$ cat config.mk
export PLATFORM = sky130hd
export DESIGN_NAME = norm_shift
export DESIGN_NICKNAME = d
export VERILOG_FILES = /design/src/rtl/norm_shift.sv
export SDC_FILE = /design/constraint.sdc
export NUM_CORES = 1
export LEC_CHECK = 0
export BUFFER_PORTS_ARGS = -buffer_cell sky130_fd_sc_hd__buf_2
export CAP_MARGIN = 40
export CELL_PAD_IN_SITES_DETAIL_PLACEMENT = 1
export CELL_PAD_IN_SITES_GLOBAL_PLACEMENT = 2
export CORE_MARGIN = 2
export CORE_UTILIZATION = 33
export CTS_CLUSTER_SIZE = 30
export DETAILED_ROUTE_END_ITERATION = 16
export MAX_ROUTING_LAYER = met4
export PLACE_DENSITY_LB_ADDON = 0.2
export SYNTH_ARGS = -nofsm -noshare
export SYNTH_HDL_FRONTEND = slang
export SYNTH_SLANG_ARGS = --single-unit
$ cat constraint.sdc
create_clock -name clk -period 2.8 [get_ports clk]
set_input_delay 0.42 -clock clk [delete_from_list [all_inputs] [get_ports clk]]
set_output_delay 0.42 -clock clk [all_outputs]
set_load 0.03 [all_outputs]
$ cat src/rtl/norm_shift.sv
// Post-add significand normaliser: right-shifts on carry-out, left-shifts until the hidden bit is set,
// and reports the exponent adjustment for the downstream exponent-adjust stage.
module norm_shift (
  input  logic        clk,
  input  logic        res,
  input  logic        start,
  input  logic [24:0] mant_in,
  input  logic [7:0]  exp_in,
  output logic        busy,
  output logic        done,
  output logic [22:0] mant_out,
  output logic [7:0]  exp_out,
  output logic [7:0]  incre_bit,
  output logic [7:0]  decre_bit,
  output logic        incre_en,
  output logic        decre_en,
  output logic        zero
);

  typedef enum logic [1:0] {IDLE, CHECK, SHIFT, DONE} state_t;

  state_t      state_q, state_d;
  logic [24:0] mant_q, mant_d;
  logic [7:0]  count_q, count_d;
  logic        busy_q, busy_d;
  logic        done_q, done_d;
  logic [22:0] mant_out_q, mant_out_d;
  logic [7:0]  exp_q, exp_d;
  logic [7:0]  incre_bit_q, incre_bit_d;
  logic [7:0]  decre_bit_q, decre_bit_d;
  logic        incre_en_q, incre_en_d;
  logic        decre_en_q, decre_en_d;
  logic        zero_q, zero_d;
  logic [24:0] mant_shl;
  logic [7:0]  count_inc;

  always_comb begin
    state_d     = state_q;
    mant_d      = mant_q;
    count_d     = count_q;
    busy_d      = busy_q;
    done_d      = 1'b0;
    mant_out_d  = mant_out_q;
    exp_d       = exp_q;
    incre_bit_d = incre_bit_q;
    decre_bit_d = decre_bit_q;
    incre_en_d  = incre_en_q;
    decre_en_d  = decre_en_q;
    zero_d      = zero_q;
    mant_shl    = {mant_q[23:0], 1'b0};
    count_inc   = count_q + 8'd1;

    case (state_q)
      IDLE: begin
        if (start) begin
          mant_d  = mant_in;
          exp_d   = exp_in;
          count_d = 8'd0;
          busy_d  = 1'b1;
          state_d = CHECK;
        end
      end

      CHECK: begin
        zero_d      = 1'b0;
        incre_en_d  = 1'b0;
        decre_en_d  = 1'b0;
        incre_bit_d = 8'd0;
        decre_bit_d = 8'd0;
        if (mant_q == 25'd0) begin
          zero_d     = 1'b1;
          mant_out_d = 23'd0;
          state_d    = DONE;
        end else if (mant_q[24]) begin
          mant_d      = {1'b0, mant_q[24:1]};
          incre_bit_d = 8'd1;
          incre_en_d  = 1'b1;
          state_d     = DONE;
        end else if (mant_q[23] || exp_q == 8'd0) begin
          // exp==0 with no hidden bit is a denormal: leave it untouched
          state_d = DONE;
        end else begin
          state_d = SHIFT;
        end
      end

      SHIFT: begin
        mant_d  = mant_shl;
        count_d = count_inc;
        // Stop at the exponent so the adjusted exponent clamps at zero
        if (mant_shl[23] || count_inc == exp_q) begin
          decre_bit_d = count_inc;
          decre_en_d  = 1'b1;
          incre_bit_d = 8'd0;
          incre_en_d  = 1'b0;
          state_d     = DONE;
        end
      end

      DONE: begin
        done_d     = 1'b1;
        busy_d     = 1'b0;
        mant_out_d = mant_q[22:0];
        state_d    = IDLE;
      end

      default: state_d = IDLE;
    endcase
  end

  always_ff @(posedge clk or negedge res) begin
    if (!res) begin
      state_q     <= IDLE;
      mant_q      <= 25'd0;
      count_q     <= 8'd0;
      busy_q      <= 1'b0;
      done_q      <= 1'b0;
      mant_out_q  <= 23'd0;
      exp_q       <= 8'd0;
      incre_bit_q <= 8'd0;
      decre_bit_q <= 8'd0;
      incre_en_q  <= 1'b0;
      decre_en_q  <= 1'b0;
      zero_q      <= 1'b0;
    end else begin
      state_q     <= state_d;
      mant_q      <= mant_d;
      count_q     <= count_d;
      busy_q      <= busy_d;
      done_q      <= done_d;
      mant_out_q  <= mant_out_d;
      exp_q       <= exp_d;
      incre_bit_q <= incre_bit_d;
      decre_bit_q <= decre_bit_d;
      incre_en_q  <= incre_en_d;
      decre_en_q  <= decre_en_d;
      zero_q      <= zero_d;
    end
  end

  assign busy      = busy_q;
  assign done      = done_q;
  assign mant_out  = mant_out_q;
  assign exp_out   = exp_q;
  assign incre_bit = incre_bit_q;
  assign decre_bit = decre_bit_q;
  assign incre_en  = incre_en_q;
  assign decre_en  = decre_en_q;
  assign zero      = zero_q;

endmodule

; Yosys cells after proc, flatten, opt, wreduce, memory -nomap -nowiden
; Index checks and enable logic that the tools add are counted.
[totals]
input_bits = 36
regBits = 87
output_inout_bits = 52
word_cells = 71
[classes]
n_mux = 30
reduce_logical = 18
n_eq_ne = 9
n_addsub = 1
[ops]
columns = op, n
row1 = case mux 25 bit (3 select lines), 1
row2 = 2-to-1 mux 25 bit, 2
row3 = case mux 8 bit (2 select lines), 3
row4 = case mux 23 bit (2 select lines), 1
row5 = logical NOT 25 bit, 1
row6 = 2-to-1 mux 24 bit, 1
row7 = 2-to-1 mux 8 bit, 3
row8 = 2-to-1 mux 23 bit, 1
row9 = 2-to-1 mux 1 bit, 12
row10 = AND reduction 2 bit, 6
row11 = "inequality test 2 bit, second input constant", 5
row12 = "adder 8 x 1 -> 8 bit, second input constant", 1
row13 = equality test 8 bit, 1
row14 = logical NOT 8 bit, 1
row15 = case mux 2 bit (4 select lines), 1
row16 = nonzero test 2 bit, 4
row17 = case mux 1 bit (2 select lines), 3
row18 = "equality test 2 bit, second input constant", 2
row19 = 2-to-1 mux 2 bit, 2
row20 = AND reduction 4 bit, 1
row21 = AND reduction 3 bit, 1
row22 = nonzero test 3 bit, 1
row23 = "equality test 2 x 1 -> 1 bit, second input constant", 1
row24 = logical NOT 2 bit, 1
row25 = logical OR 1 bit, 2

; Longest topological paths before layout
[logic_depth]
depth_word = 6
ltp_mapped = 10

; Worst setup path after synthesis
; No wires, ideal clock.
[synth_timing]
kind = register -> register
from = reg count_q[0]
to = reg state_q[1]
slack_ns = 0.552
required_time_ns = 2.675
t_arrival_ns = 2.123
setup_time_ns = 0.125
stages_incl_launch_ff = 9
path_cell_list = dfrtp_1 ha_1 xnor2_1 nand2_1 a221o_1 nor4_2 and2_4 o21ai_2 mux2_4
[synth_between]
elab_chain_len = 5
[synth_rtl]
columns = element, line_no
row1 = "start, declared", 24  ; logic [7:0] count_q, count_d;
row2 = "start signal, assigned", 128  ; count_q <= count_d;
row3 = adder 8 x 1 -> 8 bit, 51  ; count_inc = count_q + 8'd1;
row4 = equality test 8 bit, 91  ; if (mant_shl[23] || count_inc == exp_q) begin
row5 = logical OR 1 bit, 91
row6 = inequality test 2 bit (no line), n/a
row7 = AND reduction 2 bit (no line), n/a
row8 = "end signal, assigned", 126  ; state_q <= state_d;
row9 = "end, declared", 22  ; state_t state_q, state_d;
; No other way between the ends.
; A chain may end at the register's enable or synchronous reset.

; Final worst setup path
[layout_timing]
from = reg count_q[0]
to = reg decre_bit_q[6] (netlist: decre_bit[6])
[layout_between]
elab_chain_len = 5
word_cells_on_any_way = 7
cone_classes = 1 x add/sub / 2 x eq/ne / 2 x mux / 2 x reduce/logical
[layout_rtl]
columns = element, line_no
row1 = adder 8 x 1 -> 8 bit *, 51
row2 = equality test 8 bit, 91
row3 = logical OR 1 bit, 91
row4 = inequality test 2 bit (no line), n/a
row5 = AND reduction 2 bit (no line), n/a
row6 = "end signal, assigned", 134  ; decre_bit_q <= decre_bit_d;
row7 = "end, declared", 30  ; logic [7:0] decre_bit_q, decre_bit_d;
; Mark *: on every way between the ends. The rest lies on a longest branch, timed or not. The select of a mux whose other input is x is not followed.

==> results.json <==
{
  "setup_violations": 0,
  "portBuffers": 80,
  "comb_power_share": 0.502,
  "syn_area_per_cell_um2": 8.98,
  "p_total_mw": 6.80,
  "hp-class": "primary input to async pin",
  "synth-edff-count": 0,
  "place.gp.congestion": 0.795,
  "finalHoldViolCount": 0,
  "grt_remaining_overflow": 0,
  "fin_util": 0.411,
  "synth_top_family_by_area": "compound AO/OA/AOI/OAI gates",
  "drt_iter0_drc": 175,
  "rsz0062_at_grt": "no",
  "p_sw_mw": 3.28,
  "finClkSkew_ns": 0.00487,
  "path_clk_slew_ns": 0.06,
  "whs_ns": 0.0569,
  "coreArea_um2": 12100,
  "cts_buffers": 9,
  "grt_max_degree": 49,
  "dr.pass1.iters": 4,
  "p_leak_nw": 2.30,
  "cp-end-kind": "flop",
  "grt_pass1_wl_um": 19600,
  "clk_latency_ns": 0.34,
  "cap_violations": 0,
  "routedWlPerCell_um": 17.5,
  "slew_viol_final": 0,
  "grt_pass1_vias": 3540,
  "yosysSeqAreaShare": 0.480,
  "clockBufferDepth": 2,
  "met2_usage": 0.283,
  "core.rowCount": 40,
  "chipHeight_um": 116,
  "crit_type": "flop to flop",
  "fillers": 1487,
  "syn_inst": 459,
  "synth_area_um2": 4120,
  "vias": 3544,
  "synth_common_cells": "79 x dfrtp_1, 79 x o21ai_0, 65 x nand2_1, 33 x inv_1, 27 x nand3_1",
  "period_needed_ns": 2.54,
  "synthSimpleGateAreaFrac": 0.147,
  "htree_levels": 3,
  "clkPwrFrac": 0.171,
  "cellPowerDensity_nw_per_um2": 1370,
  "start_util": 0.340,
  "ios": 88,
  "fin_ws_ns": 0.256,
  "worst_pin_slew_ns": 0.661,
  "synthMuxAreaShare": 0.0355,
  "antenna_found_initial": 0,
  "fp.dieArea_um2": 13400,
  "synth_flop_cell": "dfrtp_1",
  "grt.total_usage": 0.197,
  "hpwl_um": 8580,
  "num_antenna_cells": 0,
  "drive_gt1_frac": 0.229,
  "cts_tree": "built",
  "ys_warn_count": 0,
  "synth_compound_area_frac": 0.213,
  "power.internal_mw": 3.52,
  "fmax_mhz": 393,
  "yosys.area.top_type": "dfrtp_1",
  "drc": 0,
  "async_reset_ff_frac": 1.00,
  "yosysUniqueCellTypes": 45,
  "synth_top_area_share": 0.480,
  "use_met1": 0.285,
  "place_ws_ns": 0.286,
  "synth_fa_ha_area_frac": 0.0182,
  "slew_headroom": 0.557,
  "switching_share": 0.482,
  "crit_required_ns": 3.03,
  "post_cts_buffers": 0,
  "synth_area_leaders": "dfrtp_1 48%, o21ai_0 9.6%, nand2_1 5.9%",
  "holdBufCountCts": 0,
  "worstPathArrival_ns": 2.77,
  "ant_nets": 0,
  "grt-busiest-layer": "met1",
  "totalWireLength_um": 12200,
  "crit_fanout": 8,
  "cts.root.buffer_cell": "clkbuf_16",
  "seqPwrFrac": 0.327,
  "vdd_drop_max_mv": 0.623,
  "run_status": "finished, final reports clean",
  "ctsResizeCount": 0,
  "clock-sinks": 79,
  "nets": 568,
  "met3_usage": 0.0413,
  "synthXorXnorAreaFrac": 0.0319,
  "die_w_um": 116,
  "setup_tns_ns": 0,
  "period_share": 0.909,
  "synth-seq-cells": 79,
  "via_per_inst": 5.08,
  "syn_to_final_growth_pct": 20.8,
  "critPathLaunchType": "flop"
}
-- final cells by class --
type	instances	area [um2]	share of cell area
clock buffer	10	239	0.0480
clock inverter	4	47.5	0.00955
inverter	33	124	0.0249
multi-input combinational	314	1870	0.375
sequential	79	1980	0.397
tap	168	210	0.0422
timing repair buffer	89	515	0.104
-- layer usage --
layer / wire [um] / share of wire
met2: 5300 / 0.44
met4: 146 / 0.012
met5: 0 / 0
met1: 6290 / 0.52
met3: 433 / 0.036
-- cell families (layout without fill, tap and decap cells) --
group,count (synthesis),in the layout
compound gates,142,142
xor+xnor,15,15
fa+ha+maj,6,6
buf+inv,72,136
flops,79,79
mux,13,13
other cells,1,7
simple gates,131,131
-- cells in the final DEF, fill, tap and decap left out, types with 8 or more instances in the layout --
cell	Yosys	layout
dfrtp_1	79	79
nand3_1	27	27
nor2_1	11	11
clkbuf_16	0	9
o21ai_0	79	78
inv_1	33	33
nand2_1	65	65
xnor2_1	8	8
buf_2	3	79
mux2_2	9	9
a22oi_1	23	23
-- power groups by stage --
stage | Combinational, mW | Clock [mW] | Sequential [mW]
2_1_floorplan | 1.96 | 0 | 2.59
3_3_place_gp | 3.35 | 0 | 2.22
3_5_place_dp | 3.44 | 0 | 2.25
4_1_cts | 3.46 | 1.20 | 2.23
5_1_grt | 3.84 | 1.24 | 2.31
6_report | 3.42 | 1.16 | 2.22
-- worst paths after layout --
check / from / endpoint / slack, ns / cells after the start
hold / removal: res / mant_out[19] / 0.06 / 1
min in group clk: exp_in[5] / exp_out[5] / 0.31 / 2
setup / recovery: count_q[0] / decre_bit[6] / 0.26 / 8
max in group asynchronous: res / exp_out[7] / 2.15 / 2
setup reg to reg: count_q[0] / decre_bit[6] / 0.26 / 8
hold reg to reg: decre_bit[1] / decre_bit[1] / 0.48 / 1
-- registers in the layout, summed over array words and instances (netlist names) --
| name | flops |
|---|---|
| busy | 1 |
| count_q | 8 |
| decre_bit | 8 |
| decre_en | 1 |
| done | 1 |
| exp_out | 8 |
| incre_bit | 1 |
| mant_out | 23 |
| mant_q | 25 |
| state_q | 2 |
| zero | 1 |
-- stage by stage --
step / std cells / area [um2]
4_1_cts: 697 / 4980
3_5_place_dp: 683 / 4690
3_3_place_gp: 682 / 4670
6_report: 697 / 4980
5_1_grt: 697 / 4980
2_1_floorplan: 465 / 4140
-- critical path: stages (launching register included) --
cell,delay (ns)
dfrtp_1,0.46
ha_1,0.36
xnor2_1,0.16
nand2_1,0.06
a221o_1,0.30
nor4_2,0.40
and2_4,0.25
o22ai_2,0.19
a22o_1,0.25
No activity file was read; power rests on OpenSTA's default activity.
